--- config.mk ---
export PLATFORM = sky130hd
export DESIGN_NAME = swo_frame_packer
export DESIGN_NICKNAME = d
export VERILOG_FILES = /design/src/rtl/swo_frame_packer.sv
export SDC_FILE = /design/constraint.sdc
export NUM_CORES = 1
export LEC_CHECK = 0
export CORE_MARGIN = 2
export CORE_UTILIZATION = 40
export CTS_CLUSTER_DIAMETER = 120
export CTS_CLUSTER_SIZE = 28
export DETAILED_ROUTE_END_ITERATION = 16
export GPL_ROUTABILITY_DRIVEN = 0
export HOLD_SLACK_MARGIN = 0.1
export MAX_ROUTING_LAYER = met4
export PLACE_DENSITY = 0.61
export SLEW_MARGIN = 20
export SYNTH_ARGS = -nofsm -noshare
export SYNTH_HDL_FRONTEND = slang
export SYNTH_SLANG_ARGS = --single-unit
--- constraint.sdc ---
create_clock -name clk -period 8.59 [get_ports clk]
set_input_delay 1.718 -clock clk [delete_from_list [all_inputs] [get_ports clk]]
set_output_delay 1.718 -clock clk [all_outputs]
set_load 0.01 [all_outputs]
--- src/rtl/swo_frame_packer.sv ---
// Packs the decoded SWO byte stream into 16-byte frames through a byte FIFO.
// A partial frame is padded and flushed after an idle timeout.
module swo_frame_packer #(
  parameter int unsigned DEPTH       = 32,
  parameter int unsigned FLUSH_TICKS = 4096,
  parameter logic [7:0]  PAD_BYTE    = 8'h00
) (
  input  logic         rst,
  input  logic         clk,
  input  logic         byteAvail,
  input  logic [7:0]   completeByte,
  output logic [127:0] frame,
  output logic [4:0]   frameLen,
  output logic         frameValid,
  input  logic         frameReady,
  output logic         overflow,
  output logic [15:0]  dropCount
);

  localparam int unsigned AW = $clog2(DEPTH);
  localparam int unsigned PW = AW + 1;
  localparam int unsigned TW = $clog2(FLUSH_TICKS);

  typedef enum logic {ASSEMBLE, HOLD} state_t;

  state_t         state;
  logic           armed;
  logic           prev_avail;
  logic [7:0]     mem [DEPTH];
  logic [PW-1:0]  wr_ptr;
  logic [PW-1:0]  rd_ptr;
  logic [PW-1:0]  count;
  logic [3:0]     idx;
  logic [TW-1:0]  timer;

  logic strobe;
  logic pop;
  logic full;
  logic wr_ok;

  // The decoder's toggle line is not reset, so the first cycle only samples it.
  assign strobe = armed & (byteAvail ^ prev_avail);
  assign pop    = (state == ASSEMBLE) && (count != '0);
  assign full   = (count == PW'(DEPTH));
  assign wr_ok  = strobe && (!full || pop);

  function automatic logic [PW-1:0] ptr_inc(input logic [PW-1:0] p);
    return (p == PW'(DEPTH - 1)) ? '0 : p + PW'(1);
  endfunction

  always_ff @(posedge clk or posedge rst) begin
    if (rst) begin
      armed      <= 1'b0;
      prev_avail <= 1'b0;
    end else begin
      armed      <= 1'b1;
      prev_avail <= byteAvail;
    end
  end

  // Storage carries no reset; validity is tracked by the pointers and count.
  always_ff @(posedge clk) begin
    if (wr_ok) mem[wr_ptr[AW-1:0]] <= completeByte;
  end

  always_ff @(posedge clk or posedge rst) begin
    if (rst) begin
      wr_ptr    <= '0;
      rd_ptr    <= '0;
      count     <= '0;
      overflow  <= 1'b0;
      dropCount <= '0;
    end else begin
      if (wr_ok) wr_ptr <= ptr_inc(wr_ptr);
      if (pop)   rd_ptr <= ptr_inc(rd_ptr);
      case ({wr_ok, pop})
        2'b10:   count <= count + PW'(1);
        2'b01:   count <= count - PW'(1);
        default: count <= count;
      endcase
      overflow <= strobe & ~wr_ok;
      if (strobe && !wr_ok && dropCount != 16'hFFFF) dropCount <= dropCount + 16'd1;
    end
  end

  always_ff @(posedge clk or posedge rst) begin
    if (rst) begin
      state      <= ASSEMBLE;
      frame      <= '0;
      frameLen   <= '0;
      frameValid <= 1'b0;
      idx        <= '0;
      timer      <= '0;
    end else begin
      case (state)
        ASSEMBLE: begin
          if (pop) begin
            frame[{idx, 3'b000} +: 8] <= mem[rd_ptr[AW-1:0]];
            idx   <= idx + 4'd1;
            timer <= '0;
            if (idx == 4'd15) begin
              state      <= HOLD;
              frameValid <= 1'b1;
              frameLen   <= 5'd16;
            end
          end else if (idx != 4'd0) begin
            // Idle with a partial frame: flush it padded once the timeout expires.
            if (timer == TW'(FLUSH_TICKS - 1)) begin
              state      <= HOLD;
              frameValid <= 1'b1;
              frameLen   <= {1'b0, idx};
              for (int k = 0; k < 16; k++) begin
                if (k >= int'(idx)) frame[k*8 +: 8] <= PAD_BYTE;
              end
            end else begin
              timer <= timer + TW'(1);
            end
          end
        end
        HOLD: begin
          if (frameReady) begin
            state      <= ASSEMBLE;
            frameValid <= 1'b0;
            idx        <= '0;
            timer      <= '0;
          end
        end
        default: state <= ASSEMBLE;
      endcase
    end
  end

endmodule

==> impl_metrics.toml <==
[status]
status = "finished, final reports clean"

[timing]
slew_violations = 0
tns_ns = 0
tightest_slew_ns = 1.10
hold_viol_final = 0
clock_skew_ns = 0.0285
slew_headroom_pct = 26.4
setup_ws_ns = 4.65
fmax_ghz = 0.254
fin_crit_sh_pct = 45.9
finalCriticalPeriod_ns = 3.94
setup_violations = 0
rsz0062_at_grt = "no"

[cts]
cts_hold_buf = 0
path_clk_slew_ns = 0.11
cts.sinks = 444
cts.repair.resized = 0
clock_tree.root_cell = "clkbuf_16"
htreeDepth = 1
cts_setup_buffers = 0
clk_path_buf_depth = 3
clock_latency_ns = 0.57
cts_tree = "built"
numCtsBuffers = 19

[drt]
vias = 11000
drt_iter0_markers = 1055
firstDrtPassIters = 5
wl_per_cell_um = 23.3
routed_via_density = 5.68
ant_nets = 0
drc = 0
drt-total-wl_um = 45200

[layout]
fin_util_pct = 46.4
nNetsFinal = 1359
area_growth_pct = 14.5
drive_gt1_share_pct = 11.6
final_cell_mix = "edfxtp_1 (256), dfrtp_1 (186), clkdlybuf4s50_1 (158), nand2_1 (77), a22o_1 (77)"
layout_commonest_cell = "edfxtp_1"
fin_cells = 1941
insertedDiodeCount = 0

[floorplanning]
die_x_um = 218
die_area_sq_um = 47700
placementRows = 78
pin_count = 163
die_h_um = 218
core_sq_um = 45400
initial_core_util_pct = 40.5

[synthesis]
ys_types = 78
synthFlopType = "edfxtp_1"
netlist_area_sq_um = 18400
syn_inst = 1193
synth_edf_count = 256
syn_area_per_cell_sq_um = 15.4
synth_nets = 1222
synth-seq-cells = 444
synth_top_area_share_pct = 41.8
yosys_warnings = 0
synthArstFlopShare_pct = 42.3
netlist_top_cells_area = "edfxtp_1 (42%), dfrtp_1 (26%), mux4_2 (5.9%)"
synth_seq_area_share_pct = 67.5
yosysTopAreaCell = "edfxtp_1"

[worst_setup_path]
required_ns = 8.80
crit_chain = "clkdlybuf4s50_1 > xor2_1 > o311a_1 > nand2_1 > nor2_1"
crit_buf_inv = 1
max_stage_delay_ns = 0.71
slowest_stage = "nor2_1"
crit_type = "in -> reg"
crit_fanout = 11
cp_top_family = "simple AND/OR/NAND/NOR gates"
cp-start-kind = "primary input"
cp-end-kind = "flip-flop"
cp.arrival_ns = 4.15

[power]
leakagePower_nw = 7.62
vdd_drop_max_mv = 0.201
p_per_area_nw_per_um2 = 318
finalPower_mw = 6.68

[global_routing]
grt_max_degree = 80
grt_overflow = 0
grtUsageTotal_pct = 19.5
grt_antenna_before_repair = 1
grt_pass1_vias = 11000
grt_pass1_wl_um = 69200

[placement]
dp_hpwl_um = 30500
placed_cells_incl_taps = 1909
post-place-ws_ns = 4.08
io_buffers = 162

[flow_run]
cap_violations = 0

[worst_hold_path]
hp-class = "reg -> reg"
[Yosys cell counts, types with 16 or more instances]
cell,instances
a22oi_1,22
nand2_1,77
mux2_2,37
o21ai_0,23
buf_2,23
dfrtp_1,188
nor3_1,21
a22o_1,77
inv_1,16
edfxtp_1,256
mux4_2,48
ha_1,16
nor2_1,64
nand3_1,25
and2_1,21
xnor2_1,19
o2bb2ai_1,48
clkbuf_1,23
[metal layers]
metal  wire length, um  global-route usage (%)
met2             22100                    31.6
met1             20200                    26.8
met5                 0                       -
met4               774                    3.97
met3              2230                    2.23
[cell families after synthesis]
| family | synth area share (%) |
|---|---|
| flops | 67.5 |
| simple gates | 7.87 |
| compound gates | 11.2 |
| mux | 8.53 |
| buf+inv | 2.15 |
| xor+xnor | 1.57 |
| fa+ha+maj | 1.20 |
| other cells | 0.0204 |
[worst register-to-register path, cell delays in order, from the launching register on]
cell and delay (ns):
dfrtp_4 0.75, buf_4 0.81, mux4_2 0.62, a22oi_1 0.28
nand3_1 0.25, o41a_1 0.46, mux2_2 0.40
[state kept, by name, summed over array words and instances, names as in the netlist]
signal	flops
mem	256
frame	128
dropCount	16
timer	12
count	6
rd_ptr	6
wr_ptr	6
frameLen	5
idx	4
armed	1
frameValid	1
overflow	1
prev_avail	1
state	1
[path summary, 6_finish.rpt]
kind	start	end	slack (ns)	cells past startpoint
max in group asynchronous	rst	frame[68]	5.62	3
min in group asynchronous	rst	dropCount[0]	1.64	2
hold / removal	frame[59]	frame[59]	0.50	1
hold reg to reg	frame[59]	frame[59]	0.50	1
setup reg to reg	rd_ptr[0]	frame[6]	4.91	6
setup / recovery	byteAvail	mem[19][5]	4.65	5
[final cells by class]
cell class,count,area (sq um)
Fill cell,3924,24300
Clock inverter,2,13.8
Tap cell,600,751
Timing Repair Buffer,175,1700
Multi-Input combinational cell,674,5590
Inverter,16,65.1
Clock buffer,30,517
Sequential cell,444,12400
[metrics by stage]
step / hold WS (ns) / instance area [sq um]
4_1_cts: 0.503 / 21000
5_1_grt: 0.515 / 21000
3_3_place_gp: 0.471 / 20500
3_5_place_dp: 0.472 / 20500
6_report: 0.496 / 21000
2_1_floorplan: 0.474 / 18400
[report_power, final]
part	switching (mW)	leakage, nW	internal, mW
Sequential	0.345	4.81	2.55
Combinational	1.54	2.56	1.17
Clock	0.647	0.256	0.424
Note: power is estimated with default switching activity, not from simulation.
